===== src/rtl/eth_rx_mac_filter_if.sv =====
// Header + byte-stream bus used on both sides of the RX MAC filter.
// The master drives the header, the payload and their valids. The slave drives the readys.
interface eth_rx_mac_filter_if;
   localparam int unsigned MAC_W  = 48;
   localparam int unsigned TYPE_W = 16;
   localparam int unsigned DATA_W = 8;

   logic              hdr_valid;
   logic              hdr_ready;
   logic [MAC_W-1:0]  dest_mac;
   logic [MAC_W-1:0]  src_mac;
   logic [TYPE_W-1:0] eth_type;
   logic [DATA_W-1:0] tdata;
   logic              tvalid;
   logic              tready;
   logic              tlast;
   logic              tuser;

   modport master (
      output hdr_valid, dest_mac, src_mac, eth_type,
      output tdata, tvalid, tlast, tuser,
      input  hdr_ready, tready
   );

   modport slave (
      input  hdr_valid, dest_mac, src_mac, eth_type,
      input  tdata, tvalid, tlast, tuser,
      output hdr_ready, tready
   );
endinterface


===== src/rtl/eth_rx_mac_filter.sv =====
// Ethernet RX destination-MAC filter. It forwards frames for this station
// (unicast, broadcast, optional multicast, or promiscuous), drains all others, and counts both outcomes.
module eth_rx_mac_filter #(
   parameter bit          ALLOW_BROADCAST = 1'b1,
   parameter bit          ALLOW_MULTICAST = 1'b0,
   parameter int unsigned COUNT_WIDTH     = 16
) (
   input  logic                   clk,
   input  logic                   rst,
   input  logic [47:0]            local_mac,
   input  logic                   promisc,
   input  logic                   cnt_clr,
   eth_rx_mac_filter_if.slave     s_eth,
   eth_rx_mac_filter_if.master    m_eth,
   output logic                   busy,
   output logic [COUNT_WIDTH-1:0] pass_count,
   output logic [COUNT_WIDTH-1:0] drop_count
);
   localparam int unsigned MAC_W     = 48;
   localparam int unsigned TYPE_W    = 16;
   localparam int unsigned GROUP_BIT = 40;
   localparam logic [MAC_W-1:0] BCAST_MAC = '1;

   typedef enum logic [1:0] {IDLE, HDR, FWD, DROP} state_t;

   state_t            state;
   state_t            state_nxt;
   logic              match;
   logic              pass_inc;
   logic              drop_inc;
   logic              hdr_done;
   logic              hdr_valid_q;
   logic [MAC_W-1:0]  dest_q;
   logic [MAC_W-1:0]  src_q;
   logic [TYPE_W-1:0] type_q;

   // Decided only at header acceptance, so later changes to local_mac and promisc cannot affect a frame in flight.
   always_comb begin
      match = promisc
            | (s_eth.dest_mac == local_mac)
            | (ALLOW_BROADCAST & (s_eth.dest_mac == BCAST_MAC))
            | (ALLOW_MULTICAST & s_eth.dest_mac[GROUP_BIT]);
   end

   always_ff @(posedge clk or negedge rst) begin
      if (!rst) state <= IDLE;
      else      state <= state_nxt;
   end

   always_comb begin
      state_nxt       = state;
      pass_inc        = 1'b0;
      drop_inc        = 1'b0;
      hdr_done        = 1'b0;
      s_eth.hdr_ready = 1'b0;
      s_eth.tready    = 1'b0;
      m_eth.tdata     = '0;
      m_eth.tvalid    = 1'b0;
      m_eth.tlast     = 1'b0;
      m_eth.tuser     = 1'b0;
      unique case (state)
         IDLE: begin
            s_eth.hdr_ready = 1'b1;
            if (s_eth.hdr_valid) begin
               if (match) begin
                  pass_inc  = 1'b1;
                  state_nxt = HDR;
               end else begin
                  drop_inc  = 1'b1;
                  state_nxt = DROP;
               end
            end
         end
         HDR: begin
            if (m_eth.hdr_ready) begin
               hdr_done  = 1'b1;
               state_nxt = FWD;
            end
         end
         FWD: begin
            m_eth.tdata  = s_eth.tdata;
            m_eth.tvalid = s_eth.tvalid;
            m_eth.tlast  = s_eth.tlast;
            m_eth.tuser  = s_eth.tuser;
            s_eth.tready = m_eth.tready;
            if (s_eth.tvalid && m_eth.tready && s_eth.tlast) state_nxt = IDLE;
         end
         DROP: begin
            s_eth.tready = 1'b1;
            if (s_eth.tvalid && s_eth.tlast) state_nxt = IDLE;
         end
         default: state_nxt = IDLE;
      endcase
   end

   // The output header is captured at acceptance and held until downstream takes it.
   always_ff @(posedge clk or negedge rst) begin
      if (!rst) begin
         hdr_valid_q <= 1'b0;
         dest_q      <= '0;
         src_q       <= '0;
         type_q      <= '0;
      end else if (pass_inc) begin
         hdr_valid_q <= 1'b1;
         dest_q      <= s_eth.dest_mac;
         src_q       <= s_eth.src_mac;
         type_q      <= s_eth.eth_type;
      end else if (hdr_done) begin
         hdr_valid_q <= 1'b0;
      end
   end

   assign m_eth.hdr_valid = hdr_valid_q;
   assign m_eth.dest_mac  = dest_q;
   assign m_eth.src_mac   = src_q;
   assign m_eth.eth_type  = type_q;

   always_ff @(posedge clk or negedge rst) begin
      if (!rst) busy <= 1'b0;
      else      busy <= (state_nxt != IDLE);
   end

   // Saturating counters. A clear takes priority over an increment in the same cycle.
   always_ff @(posedge clk or negedge rst) begin
      if (!rst) begin
         pass_count <= '0;
         drop_count <= '0;
      end else if (cnt_clr) begin
         pass_count <= '0;
         drop_count <= '0;
      end else begin
         if (pass_inc && (pass_count != '1)) pass_count <= pass_count + COUNT_WIDTH'(1);
         if (drop_inc && (drop_count != '1)) drop_count <= drop_count + COUNT_WIDTH'(1);
      end
   end
endmodule

===== src/flat_wrapper.sv =====
// flat-port wrapper written by rule: the top's interface ports become plain ports
module eth_rx_mac_filter_flat 
#(
   parameter bit          ALLOW_BROADCAST = 1'b1,
   parameter bit          ALLOW_MULTICAST = 1'b0,
   parameter int unsigned COUNT_WIDTH     = 16
)
  (clk, rst, local_mac, promisc, cnt_clr, busy, pass_count, drop_count, s_eth_hdr_valid, s_eth_dest_mac, s_eth_src_mac, s_eth_eth_type, s_eth_tdata, s_eth_tvalid, s_eth_tlast, s_eth_tuser, s_eth_hdr_ready, s_eth_tready, m_eth_hdr_valid, m_eth_dest_mac, m_eth_src_mac, m_eth_eth_type, m_eth_tdata, m_eth_tvalid, m_eth_tlast, m_eth_tuser, m_eth_hdr_ready, m_eth_tready);
  eth_rx_mac_filter_if s_eth_i ();
  eth_rx_mac_filter_if m_eth_i ();
  input  logic clk;
  input  logic rst;
  input  logic [47:0] local_mac;
  input  logic promisc;
  input  logic cnt_clr;
  output logic busy;
  output logic [COUNT_WIDTH-1:0] pass_count;
  output logic [COUNT_WIDTH-1:0] drop_count;
  input wire logic [$bits(s_eth_i.hdr_valid)-1:0] s_eth_hdr_valid;
  input wire logic [$bits(s_eth_i.dest_mac)-1:0] s_eth_dest_mac;
  input wire logic [$bits(s_eth_i.src_mac)-1:0] s_eth_src_mac;
  input wire logic [$bits(s_eth_i.eth_type)-1:0] s_eth_eth_type;
  input wire logic [$bits(s_eth_i.tdata)-1:0] s_eth_tdata;
  input wire logic [$bits(s_eth_i.tvalid)-1:0] s_eth_tvalid;
  input wire logic [$bits(s_eth_i.tlast)-1:0] s_eth_tlast;
  input wire logic [$bits(s_eth_i.tuser)-1:0] s_eth_tuser;
  output wire logic [$bits(s_eth_i.hdr_ready)-1:0] s_eth_hdr_ready;
  output wire logic [$bits(s_eth_i.tready)-1:0] s_eth_tready;
  output wire logic [$bits(m_eth_i.hdr_valid)-1:0] m_eth_hdr_valid;
  output wire logic [$bits(m_eth_i.dest_mac)-1:0] m_eth_dest_mac;
  output wire logic [$bits(m_eth_i.src_mac)-1:0] m_eth_src_mac;
  output wire logic [$bits(m_eth_i.eth_type)-1:0] m_eth_eth_type;
  output wire logic [$bits(m_eth_i.tdata)-1:0] m_eth_tdata;
  output wire logic [$bits(m_eth_i.tvalid)-1:0] m_eth_tvalid;
  output wire logic [$bits(m_eth_i.tlast)-1:0] m_eth_tlast;
  output wire logic [$bits(m_eth_i.tuser)-1:0] m_eth_tuser;
  input wire logic [$bits(m_eth_i.hdr_ready)-1:0] m_eth_hdr_ready;
  input wire logic [$bits(m_eth_i.tready)-1:0] m_eth_tready;
  assign s_eth_i.hdr_valid = s_eth_hdr_valid;
  assign s_eth_i.dest_mac = s_eth_dest_mac;
  assign s_eth_i.src_mac = s_eth_src_mac;
  assign s_eth_i.eth_type = s_eth_eth_type;
  assign s_eth_i.tdata = s_eth_tdata;
  assign s_eth_i.tvalid = s_eth_tvalid;
  assign s_eth_i.tlast = s_eth_tlast;
  assign s_eth_i.tuser = s_eth_tuser;
  assign s_eth_hdr_ready = s_eth_i.hdr_ready;
  assign s_eth_tready = s_eth_i.tready;
  assign m_eth_hdr_valid = m_eth_i.hdr_valid;
  assign m_eth_dest_mac = m_eth_i.dest_mac;
  assign m_eth_src_mac = m_eth_i.src_mac;
  assign m_eth_eth_type = m_eth_i.eth_type;
  assign m_eth_tdata = m_eth_i.tdata;
  assign m_eth_tvalid = m_eth_i.tvalid;
  assign m_eth_tlast = m_eth_i.tlast;
  assign m_eth_tuser = m_eth_i.tuser;
  assign m_eth_i.hdr_ready = m_eth_hdr_ready;
  assign m_eth_i.tready = m_eth_tready;
  eth_rx_mac_filter #(.ALLOW_BROADCAST(ALLOW_BROADCAST), .ALLOW_MULTICAST(ALLOW_MULTICAST), .COUNT_WIDTH(COUNT_WIDTH)) u_core (.clk(clk), .rst(rst), .local_mac(local_mac), .promisc(promisc), .cnt_clr(cnt_clr), .s_eth(s_eth_i), .m_eth(m_eth_i), .busy(busy), .pass_count(pass_count), .drop_count(drop_count));
endmodule

===== config.mk =====
export PLATFORM = sky130hd
export DESIGN_NAME = eth_rx_mac_filter_flat
export DESIGN_NICKNAME = d
export VERILOG_FILES = /design/src/rtl/eth_rx_mac_filter_if.sv /design/src/rtl/eth_rx_mac_filter.sv /design/src/flat_wrapper.sv
export SDC_FILE = /design/constraint.sdc
export NUM_CORES = 1
export LEC_CHECK = 0
export BUFFER_PORTS_ARGS = -buffer_cell sky130_fd_sc_hd__buf_2
export CORE_ASPECT_RATIO = 1.5
export CORE_MARGIN = 3
export CORE_UTILIZATION = 32
export DETAILED_ROUTE_END_ITERATION = 7
export PLACE_DENSITY_LB_ADDON = 0.08
export SETUP_SLACK_MARGIN = 0.05
export SYNTH_ARGS = -nofsm -noshare
export SYNTH_HDL_FRONTEND = slang
export SYNTH_SLANG_ARGS = --single-unit

===== constraint.sdc =====
create_clock -name clk -period 3 [get_ports clk]
set_clock_uncertainty 0.1 [all_clocks]
set_input_delay 0.6 -clock clk [delete_from_list [all_inputs] [get_ports clk]]
set_output_delay 0.6 -clock clk [all_outputs]
set_load 0.03 [all_outputs]

# [Yosys cells after proc, flatten, opt, wreduce, memory -nomap -nowiden]
# Index checks and enable logic that the tools add are counted.
# W data, S select, Z words.
[op_classes] addsub=2 n_bitwise=2 n_eq_ne=7 reduce_logical=10 mux=26
[ops] operator="$mux W16" n=4
[ops] operator="$eq A48 B48 Y1" n=1
[ops] operator="$eq A48 B48 Y1 const B" n=1
[ops] operator="$add A16 B1 Y16 const B" n=2
[ops] operator="$ne A16 B16 Y1 const B" n=2
[ops] operator="$mux W1" n=14
[ops] operator="$mux W2" n=5
[ops] operator="$mux W8" n=1
[ops] operator="$pmux W2 S4" n=1
[ops] operator="$reduce_bool A2 Y1" n=4
[ops] operator="$logic_and A1 B1 Y1" n=5
[ops] operator="$eq A2 B2 Y1 const B" n=2
[ops] operator="$eq A2 B1 Y1 const B" n=1
[ops] operator="$logic_not A2 Y1" n=1
[ops] operator="$or A1 B1 Y1" n=2
[ops] operator="$pmux W1 S2" n=1
[word_totals] reg_bits=148 elab_cells=55 input_bits=178 output_inout_bits=159

# [Longest topological paths before layout]
# Gate-level depths: netlist of run 1.
[depth] word_depth=9 ltp_mapped=9 ltp_nobuf=6

# [Worst setup path after synthesis of run 1]
# Ideal clock, no wire load.
[synth_path] path_kind="input -> register" from="input port local_mac[11]" to="register u_core.type_q[0], in the netlist u_core.m_eth.eth_type[0]" arrival_time_ps=2309 t_required_ps=2775 n_path_buf=2 setup_slack_ps=466 setup_time_ps=125 cell_stages=8 cell_sequence="xor2_1 nor4_1 nand4_1 o31a_1 nor2_1 buf_4 buf_6 mux2_2"
[synth_via] elab_chain_len=6
[synth_rtl] element="start: declaration" line="flat_wrapper.sv:13" rtl="input logic [47:0] local_mac;"
[synth_rtl] element="$eq A48 B48 Y1" line="eth_rx_mac_filter.sv:40" rtl="| (s_eth.dest_mac == local_mac)"
[synth_rtl] element="$or A1 B1 Y1" line="eth_rx_mac_filter.sv:40"
[synth_rtl] element="$or A1 B1 Y1" line="eth_rx_mac_filter.sv:41" rtl="| (ALLOW_BROADCAST & (s_eth.dest_mac == BCAST_MAC))"
[synth_rtl] element="$mux W1" line="eth_rx_mac_filter.sv:65" rtl="if (match) begin"
[synth_rtl] element="$mux W1" line="eth_rx_mac_filter.sv:64" rtl="if (s_eth.hdr_valid) begin"
[synth_rtl] element="$mux W1" line="eth_rx_mac_filter.sv:61" rtl="unique case (state)"
[synth_rtl] element="end signal: assignment" line="eth_rx_mac_filter.sv:107" rtl="type_q <= s_eth.eth_type;"
[synth_rtl] element="end: declaration" line="eth_rx_mac_filter.sv:35" rtl="logic [TYPE_W-1:0] type_q;"
# No other way between the ends.
# A chain may end at the register's enable or synchronous reset.

# [Worst setup path after layout of run 1]
[layout_path] from="input port local_mac[11]" to="register u_core.pass_count[11]"
[layout_via] elab_chain_len=8
[layout_rtl] element="$eq A48 B48 Y1" line="eth_rx_mac_filter.sv:40"
[layout_rtl] element="$or A1 B1 Y1" line="eth_rx_mac_filter.sv:40"
[layout_rtl] element="$or A1 B1 Y1" line="eth_rx_mac_filter.sv:41"
[layout_rtl] element="$mux W1" line="eth_rx_mac_filter.sv:65"
[layout_rtl] element="$mux W1" line="eth_rx_mac_filter.sv:64"
[layout_rtl] element="$mux W1" line="eth_rx_mac_filter.sv:61"
[layout_rtl] element="$logic_and A1 B1 Y1" line="eth_rx_mac_filter.sv:132" rtl="if (pass_inc && (pass_count != '1)) pass_count <= pass_count + COUNT_WIDTH'(1);"
[layout_rtl] element="$reduce_bool A2 Y1 (no source line)"
[layout_rtl] element="end signal: assignment" line="eth_rx_mac_filter.sv:132"
[layout_rtl] element="end: declaration" line="eth_rx_mac_filter.sv:16" rtl="output logic [COUNT_WIDTH-1:0] pass_count,"
# No other way between the ends.

==> results of run 1 <==
cell usage in the layout, fill, tap and decap left out, types with 3 or more instances in the layout:
cell type	instances
and2_1	16
o31ai_1	15
inv_1	4
nor2b_1	10
and4_1	3
nor4_1	15
or4_1	16
o21ai_0	6
nor2_1	14
diode_2	3
a31oi_1	3
clkbuf_16	17
clkinv_4	4
buf_2	335
mux2_2	112
nand3_1	9
buf_12	7
a21oi_1	21
or3_1	5
nand4_1	25
clkinv_2	4
xor2_1	48
mux2_1	10
and3_1	7
buf_4	21
dfrtp_1	148
nor3_1	6
nand2_1	17
inv_6	3
power by group through the flow:
| stage | registers [µW] | clock network (µW) | logic [µW] |
|---|---|---|---|
| finish | 3210 | 2120 | 4220 |
| global route | 3320 | 2290 | 4460 |
| CTS | 3220 | 2190 | 4300 |
| detailed placement | 3240 | 0 | 4300 |
| global placement | 3210 | 0 | 4250 |
| floorplan | 4800 | 0 | 1220 |
flip-flops by register name (all words and copies together) (netlist names):
| register | count |
|---|---|
| u_core.m_eth.eth_type | 16 |
| u_core.m_eth.hdr_valid | 1 |
| u_core.state | 2 |
| u_core.m_eth.src_mac | 48 |
| u_core.m_eth.dest_mac | 48 |
| u_core.drop_count | 16 |
| u_core.pass_count | 16 |
| u_core.busy | 1 |
stage by stage:
stage | std cells | total power, µW | hold WS (ns) | worst slack (ns)
after floorplan | 555 | 6020 | 0.204 | 0.466
after global placement | 1159 | 7460 | 0.366 | -0.209
after detailed placement | 1159 | 7540 | 0.366 | -0.199
after CTS | 1191 | 9710 | 0.00846 | 0.264
after global routing | 1194 | 10100 | 0.0246 | 0.206
final | 1194 | 9550 | 0.0128 | 0.303
cell families (layout without fill, tap and decap cells):
logic type      after synthesis  in the layout  synth area share
flops                       148            148             0.534
simple gates                148            148             0.124
mux                         122            122             0.198
compound gates               55             55            0.0512
xor+xnor                     48             48            0.0606
buf+inv                      32            400            0.0283
fa+ha+maj                     2              2           0.00361
other cells                   0              3                 0
cell type report:
type	count	area (µm²)	area share
Tap cell	268	335	0.0346
Clock inverter	15	156	0.0162
Sequential cell	148	3700	0.382
Antenna cell	3	7.51	0.000775
Clock buffer	17	425	0.0439
Inverter	4	15.0	0.00155
Multi-Input combinational cell	375	3050	0.315
Timing Repair Buffer	364	1990	0.205
final timing paths:
path	from	slack [ns]	end
setup / recovery	local_mac[11]	0.30	u_core.pass_count[11]$_DFFE_PN0P_
hold / removal	rst	0.01	u_core.m_eth.src_mac[4]$_DFFE_PN0P_
setup reg to reg	u_core.drop_count[3]$_DFFE_PN0P_	0.38	u_core.drop_count[5]$_DFFE_PN0P_
hold reg to reg	u_core.m_eth.hdr_valid$_DFFE_PN0P_	0.38	u_core.m_eth.hdr_valid$_DFFE_PN0P_
max in group asynchronous	rst	2.13	u_core.m_eth.dest_mac[9]$_DFFE_PN0P_
min in group clk	s_eth_eth_type[10]	0.30	u_core.m_eth.eth_type[10]$_DFFE_PN0P_
metal layers:
layer / share of wire / up-vias / GRT usage
li1: - / 2742 / -
met1: 0.34 / 2881 / 0.199
met2: 0.56 / 199 / 0.366
met3: 0.062 / 36 / 0.0607
met4: 0.031 / 2 / 0.0756
met5: 0.00087 / - / 0
==> impl_metrics.py, run 1 <==
metrics = {
    "final_layout": {
        "nets": 1090,
        "drive_above_1_share": 0.556,
        "stdcell_area_um2": 9680,
        "fillers": 2095,
        "final_core_util": 0.458,
        "area_growth_pct": 39.6,
    },
    "clock_tree": {
        "tritoncts": "done",
        "cts_root_buf": "clkbuf_16",
        "htree_levels": 4,
        "clock_path_buffers": 2,
        "clk_latency_ns": 0.43,
        "clock_sinks": 148,
        "cts_hold_buffers": 0,
        "cts_setup_buffers": 0,
        "cts_inserted_buffers": 17,
        "ctsResizeCount": 0,
        "clk_pin_slew_ns": 0.06,
    },
    "global_routing": {
        "grt_pass1_wl_mm": 35.5,
        "grt_max_degree": 51,
        "overflow": 0,
        "grt_usage": 0.195,
        "grt_pass1_vias": 6405,
        "antenna_found_initial": 4,
    },
    "synth": {
        "synthFlopType": "dfrtp_1",
        "syn-num-nets": 735,
        "postSynth.asyncResetShare": 1.00,
        "yosys-top-cells-count": "148 x dfrtp_1, 112 x mux2_2, 48 x xor2_1",
        "synth.area.top_cells": "dfrtp_1 53%, mux2_2 18%, xor2_1 6.1%, nand4_1 2.3%, or4_1 1.7%",
        "synth_most_common_cell": "dfrtp_1",
        "synth_top_area_frac": 0.534,
        "synth-seq-cells": 148,
        "syn_area_um2": 6940,
        "yosysUniqueCellTypes": 39,
        "yosys_warnings": 0,
        "seq_area_frac_synth": 0.534,
        "synth.largest_area_cell": "dfrtp_1",
        "netlist_instances": 555,
        "avgSynthCellArea_um2": 12.5,
        "synth_edf_count": 0,
    },
    "routing": {
        "postRouteAntennaNets": 0,
        "firstDrtPassIters": 4,
        "vias": 5860,
        "drc": 0,
        "routedWlPerCell_um": 19.2,
        "initialDrtViolationCount": 167,
        "wl_mm": 22.9,
        "viasPerCell": 4.91,
    },
    "setup_path": {
        "crit_buf_inv": 3,
        "cp_top_family": "simple AND/OR/NAND/NOR gates",
        "slowest_stage": "or4_1",
        "reg2regPathDepth": 6,
        "cp_max_fo": 16,
        "path_cells": "buf_2 > xor2_1 > nor4_1 > buf_4 > nand4_1 > o31a_1 > buf_12 > or4_1 > a21oi_1",
        "cp.required_ns": 3.24,
        "cp_num_cells": 9,
        "critical-path-max-stage-delay_ns": 0.51,
        "critPathLaunchType": "input pin",
        "cp-end-kind": "flop",
        "crit_arrival_ns": 2.94,
        "worstSetupPathType": "in -> reg",
    },
    "sta": {
        "period_needed_ns": 2.70,
        "drv_slew": 0,
        "setup_viol": 0,
        "min_period_over_period": 0.899,
        "timing.fmax_mhz": 371,
        "hold_viol": 0,
        "setup_tns_ns": 0,
        "worstMarginPinSlew_ns": 0.896,
        "slew_headroom": 0.403,
        "rsz0062_at_grt": "no",
    },
    "floorplanning": {
        "io_pins": 337,
        "core_um2": 21100,
        "placementRows": 65,
        "die_y_um": 186,
        "die_w_um": 126,
        "start_util": 0.328,
        "die_area_um2": 23500,
    },
    "power": {
        "p_leak_uw": 0.00470,
        "clockPowerShare": 0.222,
        "swShare": 0.427,
        "p_seq_frac": 0.336,
        "p_sw_uw": 4070,
        "vdd_drop_max_uv": 601,
        "powerDensity_nw_per_um2": 986,
        "power_frac_comb": 0.442,
        "internal-power_uw": 5480,
    },
    "place": {
        "numPortBuffers": 336,
        "gp_congestion": 0.889,
        "dp.final_hpwl_mm": 18.4,
        "placed_cell_area_um2": 9090,
    },
    "outcome": {
        "status": "finished clean",
    },
    "worst_hold_path": {
        "hold_class": "in -> async",
    },
    "flow_run": {
        "drv_cap": 0,
    },
}
Note: power is estimated with default switching activity, not from simulation.
==> run 2: changes to the inputs <==
==> constraint.sdc (replaced) <==
create_clock -name clk -period 2.2 [get_ports clk]
set_clock_uncertainty 0.1 [all_clocks]
set_input_delay 0.44 -clock clk [delete_from_list [all_inputs] [get_ports clk]]
set_output_delay 0.44 -clock clk [all_outputs]
set_load 0.03 [all_outputs]
==> impl_metrics.py, run 2 (same netlist as run 1, synthesis figures left out) <==
metrics = {
    "outcome": {
        "status": "finished, violations left",
        "violations": "setup timing",
    },
    "clock_tree": {
        "clock_path_buffers": 2,
        "cts_root_buf": "clkbuf_16",
        "htree_levels": 4,
        "clk_latency_ns": 0.42,
        "cts_inserted_buffers": 17,
        "tritoncts": "done",
        "clock_sinks": 148,
        "clk_pin_slew_ns": 0.08,
    },
    "place": {
        "dp.final_hpwl_mm": 18.6,
        "placed_cell_area_um2": 9590,
        "gp_congestion": 0.857,
        "numPortBuffers": 336,
    },
    "sta": {
        "setup_viol": 132,
        "min_period_over_period": 1.06,
        "timing.fmax_mhz": 427,
        "drv_slew": 0,
        "period_needed_ns": 2.34,
        "worst_slack_ns": -0.142,
        "rsz0062_at_grt": "yes",
        "worstMarginPinSlew_ns": 0.556,
        "hold_viol": 0,
        "slew_headroom": 0.629,
    },
    "final_layout": {
        "stdcell_area_um2": 11100,
        "mostFrequentLayoutCells": "324 x buf_2, 139 x dfrtp_1, 78 x mux2_4, 78 x buf_4, 44 x mux2_2",
        "drive_above_1_share": 0.645,
        "layout_commonest_cell": "buf_2",
        "area_growth_pct": 60.7,
        "fillers": 1956,
        "final_core_util": 0.527,
        "nets": 1167,
    },
    "global_routing": {
        "grt_usage": 0.200,
        "grt_use_met3": 0.0513,
        "busiest_layer": "met2",
        "grt_pass1_vias": 6758,
        "overflow": 0,
        "grt.met2_usage": 0.376,
        "antenna_found_initial": 5,
        "grt_max_degree": 53,
        "use_met1": 0.214,
        "grt_pass1_wl_mm": 36.9,
    },
    "setup_path": {
        "critical-path-max-stage-delay_ns": 0.33,
        "cp.required_ns": 2.40,
        "worst_path_most_repeated_cell": "buf_4",
        "cp-end-kind": "flop",
        "slowest_stage": "o31ai_4",
        "crit_arrival_ns": 2.54,
        "r2r_start": "u_core.drop_count[7]$_DFFE_PN0P_",
        "r2r_end": "u_core.drop_count[3]$_DFFE_PN0P_",
        "worstSetupPathType": "in -> reg",
        "critPathLaunchType": "input pin",
        "cp_max_fo": 8,
        "reg2reg_slack_ns": 0.04,
        "path_cells": "buf_2 > xor2_1 > nor4_4 > buf_4 > nand4_1 > buf_4 > o31ai_4 > buf_6 > and4_1 > mux2_4",
        "reg2regPathDepth": 7,
    },
    "flow_run": {
        "drv_cap": 0,
    },
    "power": {
        "p_seq_frac": 0.315,
        "power_frac_comb": 0.476,
        "powerDensity_nw_per_um2": 1260,
        "swShare": 0.424,
        "vdd_drop_max_uv": 896,
        "internal-power_uw": 8070,
        "clockPowerShare": 0.209,
        "p_sw_uw": 5960,
        "p_leak_uw": 0.00548,
    },
    "worst_hold_path": {
        "hold_depth": 2,
        "hold_class": "in -> reg",
        "hold_end": "u_core.m_eth.eth_type[2]$_DFFE_PN0P_",
        "hold_start": "s_eth_eth_type[2]",
    },
    "floorplanning": {
        "die_w_um": 126,
        "io_pins": 337,
        "start_util": 0.328,
        "die_y_um": 186,
        "placementRows": 65,
        "die_area_um2": 23500,
        "core_um2": 21100,
    },
    "routing": {
        "firstDrtPassIters": 4,
        "vias": 6233,
        "drc": 0,
        "routedWlPerCell_um": 19.7,
        "viasPerCell": 4.90,
        "wl_mm": 25.0,
        "postRouteAntennaNets": 0,
        "initialDrtViolationCount": 243,
    },
}
[run 2: cell types whose count changed in the layout (fill, tap and decap cells not counted), moves of 10 or more]
cell / previous run / this run
mux2_1: 10 / 0
mux2_4: 0 / 78
mux2_2: 112 / 44
buf_4: 21 / 78
buf_2: 335 / 324
buf_6: 1 / 15
[run 2: worst max-delay path, delay by kind of cell]
kind / cells / cell delay, ns
and+or+nand+nor: 3 / 0.67
buffers and inverters: 4 / 0.63
AOI/OAI and AO/OA: 1 / 0.33
muxes: 1 / 0.30
xor gates and xnor gates: 1 / 0.17
[run 2: metal layers]
layer  routed length [µm]  share of wire
met5                    0              0
met4                  353          0.014
met3                 1580          0.063
met1                 8990           0.36
met2                14100           0.56
[run 2: layout make-up]
class                   count  area, µm²  area share
flip-flops and latches    148       3710       0.333
multi-input cells         376       3590       0.322
repair buffers            440       2870       0.257
clock buffers              17        425      0.0382
well taps                 268        335      0.0301
clock inverters            15        186      0.0167
inverters                   4       15.0     0.00135
diodes                      5       12.5     0.00112
[run 2: worst max-delay path by stage]
stage | start | to | slack, ns
2_1_floorplan | local_mac[35] | u_core.m_eth.eth_type[0]$_DFFE_PN0P_ | -0.16
3_3_place_gp | s_eth_dest_mac[16] | u_core.pass_count[5]$_DFFE_PN0P_ | -0.74
3_5_place_dp | s_eth_dest_mac[16] | u_core.m_eth.src_mac[24]$_DFFE_PN0P_ | -0.78
4_1_cts | local_mac[24] | u_core.m_eth.src_mac[27]$_DFFE_PN0P_ | -0.18
5_1_grt | local_mac[39] | u_core.m_eth.dest_mac[36]$_DFFE_PN0P_ | -0.23
6_report | local_mac[4] | u_core.pass_count[6]$_DFFE_PN0P_ | -0.14
[run 2: stage by stage]
stage | instances | hold WS (ns) | setup TNS, ns | worst slack (ns) | power (µW)
2_1_floorplan | 555 | 0.0444 | -9.17 | -0.161 | 8320
3_3_place_gp | 1214 | 0.346 | -94.21 | -0.741 | 10300
3_5_place_dp | 1214 | 0.352 | -98.40 | -0.779 | 10400
4_1_cts | 1253 | 0.119 | -14.74 | -0.179 | 13700
5_1_grt | 1272 | 0.122 | -24.25 | -0.229 | 14700
6_report | 1273 | 0.140 | -11.21 | -0.142 | 14000
[run 2: timing repair]
item,4_1_cts,5_1_grt
gates cloned,2,11
resized for setup,57,76
setup buffers,4,5
endpoints found under the hold margin,48,0
hold buffers,1,0
pin swaps,8,14
setup endpoints to repair,155,155
[run 2: power by group through the flow]
| stage | clock network, µW | registers [µW] | logic (µW) |
|---|---|---|---|
| final | 2930 | 4420 | 6680 |
| after global routing | 3120 | 4560 | 7020 |
| after CTS | 3000 | 4400 | 6260 |
| after detailed placement | 0 | 4420 | 6010 |
| after global placement | 0 | 4370 | 5960 |
| after floorplan | 0 | 6560 | 1760 |
==> run 3: changes to the inputs <==
--- a/config.mk
+++ b/config.mk
@@ -10,6 +10,7 @@
 export CORE_MARGIN = 3
 export CORE_UTILIZATION = 32
 export DETAILED_ROUTE_END_ITERATION = 7
+export MAX_ROUTING_LAYER = met4
 export PLACE_DENSITY_LB_ADDON = 0.08
 export SETUP_SLACK_MARGIN = 0.05
 export SYNTH_ARGS = -nofsm -noshare
==> impl_metrics.py, run 3 (same netlist as run 1, synthesis figures left out) <==
metrics = {
    "final_layout": {
        "nets": 1168,
        "layout_commonest_cell": "buf_2",
        "area_growth_pct": 61.7,
        "stdcell_area_um2": 11200,
        "mostFrequentLayoutCells": "324 x buf_2, 139 x dfrtp_1, 82 x mux2_4",
        "drive_above_1_share": 0.648,
        "final_core_util": 0.530,
    },
    "worst_hold_path": {
        "hold_class": "in -> reg",
        "hold_depth": 2,
    },
    "power": {
        "vdd_drop_max_uv": 903,
        "powerDensity_nw_per_um2": 1250,
        "p_leak_uw": 0.00552,
    },
    "flow_run": {
        "drv_cap": 0,
    },
    "routing": {
        "postRouteAntennaNets": 0,
        "vias": 6254,
        "initialDrtViolationCount": 175,
        "drc": 0,
        "wl_mm": 25.1,
        "viasPerCell": 4.91,
        "routedWlPerCell_um": 19.7,
        "firstDrtPassIters": 4,
    },
    "sta": {
        "period_needed_ns": 2.34,
        "worst_slack_ns": -0.138,
        "whs_ns": 0.137,
        "min_period_over_period": 1.06,
        "timing.fmax_mhz": 428,
        "drv_slew": 0,
        "rsz0062_at_grt": "yes",
        "slew_headroom": 0.612,
        "hold_viol": 0,
        "setup_viol": 134,
        "worstMarginPinSlew_ns": 0.581,
    },
    "clock_tree": {
        "cts_root_buf": "clkbuf_16",
        "htree_levels": 4,
        "cts_inserted_buffers": 17,
        "clk_pin_slew_ns": 0.08,
        "clock_sinks": 148,
        "clk_latency_ns": 0.42,
        "tritoncts": "done",
        "clock_path_buffers": 2,
    },
    "floorplanning": {
        "core_um2": 21100,
        "die_area_um2": 23500,
        "die_y_um": 186,
        "io_pins": 337,
        "placementRows": 65,
        "start_util": 0.328,
        "die_w_um": 126,
    },
    "place": {
        "gp_congestion": 0.872,
        "pre_cts_slack_ns": -0.779,
        "numPortBuffers": 336,
        "dp.final_hpwl_mm": 18.6,
        "placed_cell_area_um2": 9590,
    },
    "global_routing": {
        "grt_pass1_vias": 6785,
        "grt_pass1_wl_mm": 36.8,
        "grt_max_degree": 53,
        "grt_usage": 0.206,
        "antenna_found_initial": 5,
        "overflow": 0,
    },
    "setup_path": {
        "critPathLaunchType": "input pin",
        "critical-path-max-stage-delay_ns": 0.33,
        "cp.required_ns": 2.41,
        "cp_max_fo": 8,
        "crit_buf_inv": 4,
        "crit_arrival_ns": 2.54,
        "cp-end-kind": "flop",
        "cp_num_cells": 10,
        "worst_path_most_repeated_cell": "buf_4",
        "path_cells": "buf_2 > xor2_1 > nor4_4 > buf_4 > nand4_1 > buf_4 > o31ai_4 > buf_6 > and4_1 > mux2_4",
        "reg2regPathDepth": 7,
        "worstSetupPathType": "in -> reg",
        "cp_top_family": "simple AND/OR/NAND/NOR gates",
        "slowest_stage": "o31ai_4",
        "reg2reg_slack_ns": 0.04,
    },
    "outcome": {
        "violations": "setup timing",
        "status": "finished, violations left",
    },
}
run 3: changes by cell type in the layout (fill, tap and decap cells not counted), sizes merged:
| cell | delta |
|---|---|
| buf | +2 |
| clkbuf | -1 |
run 3: layer usage:
layer  vias up  global-route usage  routed length [µm]
met5         -                   -                   0
met4         0              0.0677                 494
met3        27              0.0461                1310
met2       201               0.376               14000
met1      3137               0.218                9300
li1       2889                   -                   -
run 3: stage by stage:
step           total power, µW  instances  TNS, ns
6_report                 14100       1274   -11.23
5_1_grt                  14700       1274   -24.77
4_1_cts                  13700       1253   -14.74
3_5_place_dp             10400       1214   -98.40
3_3_place_gp             10300       1214   -94.21
2_1_floorplan             8320        555    -9.17
run 3: worst paths after layout:
kind / start / to
max in group asynchronous: rst / u_core.m_eth.hdr_valid$_DFFE_PN0P_
min: s_eth_eth_type[2] / u_core.m_eth.eth_type[2]$_DFFE_PN0P_
min in group asynchronous: rst / u_core.m_eth.eth_type[10]$_DFFE_PN0P_
max reg2reg: u_core.drop_count[7]$_DFFE_PN0P_ / u_core.drop_count[3]$_DFFE_PN0P_
max: local_mac[4] / u_core.pass_count[6]$_DFFE_PN0P_
min reg2reg: u_core.m_eth.hdr_valid$_DFFE_PN0P_ / u_core.m_eth.hdr_valid$_DFFE_PN0P_
run 3: power breakdown:
part / total, µW / internal, µW / switching (µW)
sequential: 4420 / 3820 / 604
combinational: 6700 / 2720 / 3980
clock: 2930 / 1540 / 1390
run 3: repair_timing:
item | in CTS | in global routing
buffers inserted | 4 | 6
gates cloned | 2 | 11
hold buffers | 1 | 0
hold endpoints to repair | 48 | 0
setup endpoints to repair | 155 | 155
pin swaps | 8 | 20
gates resized for setup | 57 | 96
run 3: cell type report:
| type | count | area [µm²] |
|---|---|---|
| tap | 268 | 335 |
| clock buffer | 17 | 425 |
| inverter | 4 | 15.0 |
| timing repair buffer | 441 | 2880 |
| antenna | 5 | 12.5 |
| fill | 1965 | 9930 |
| multi-input combinational | 376 | 3650 |
| sequential | 148 | 3710 |
| clock inverter | 15 | 186 |
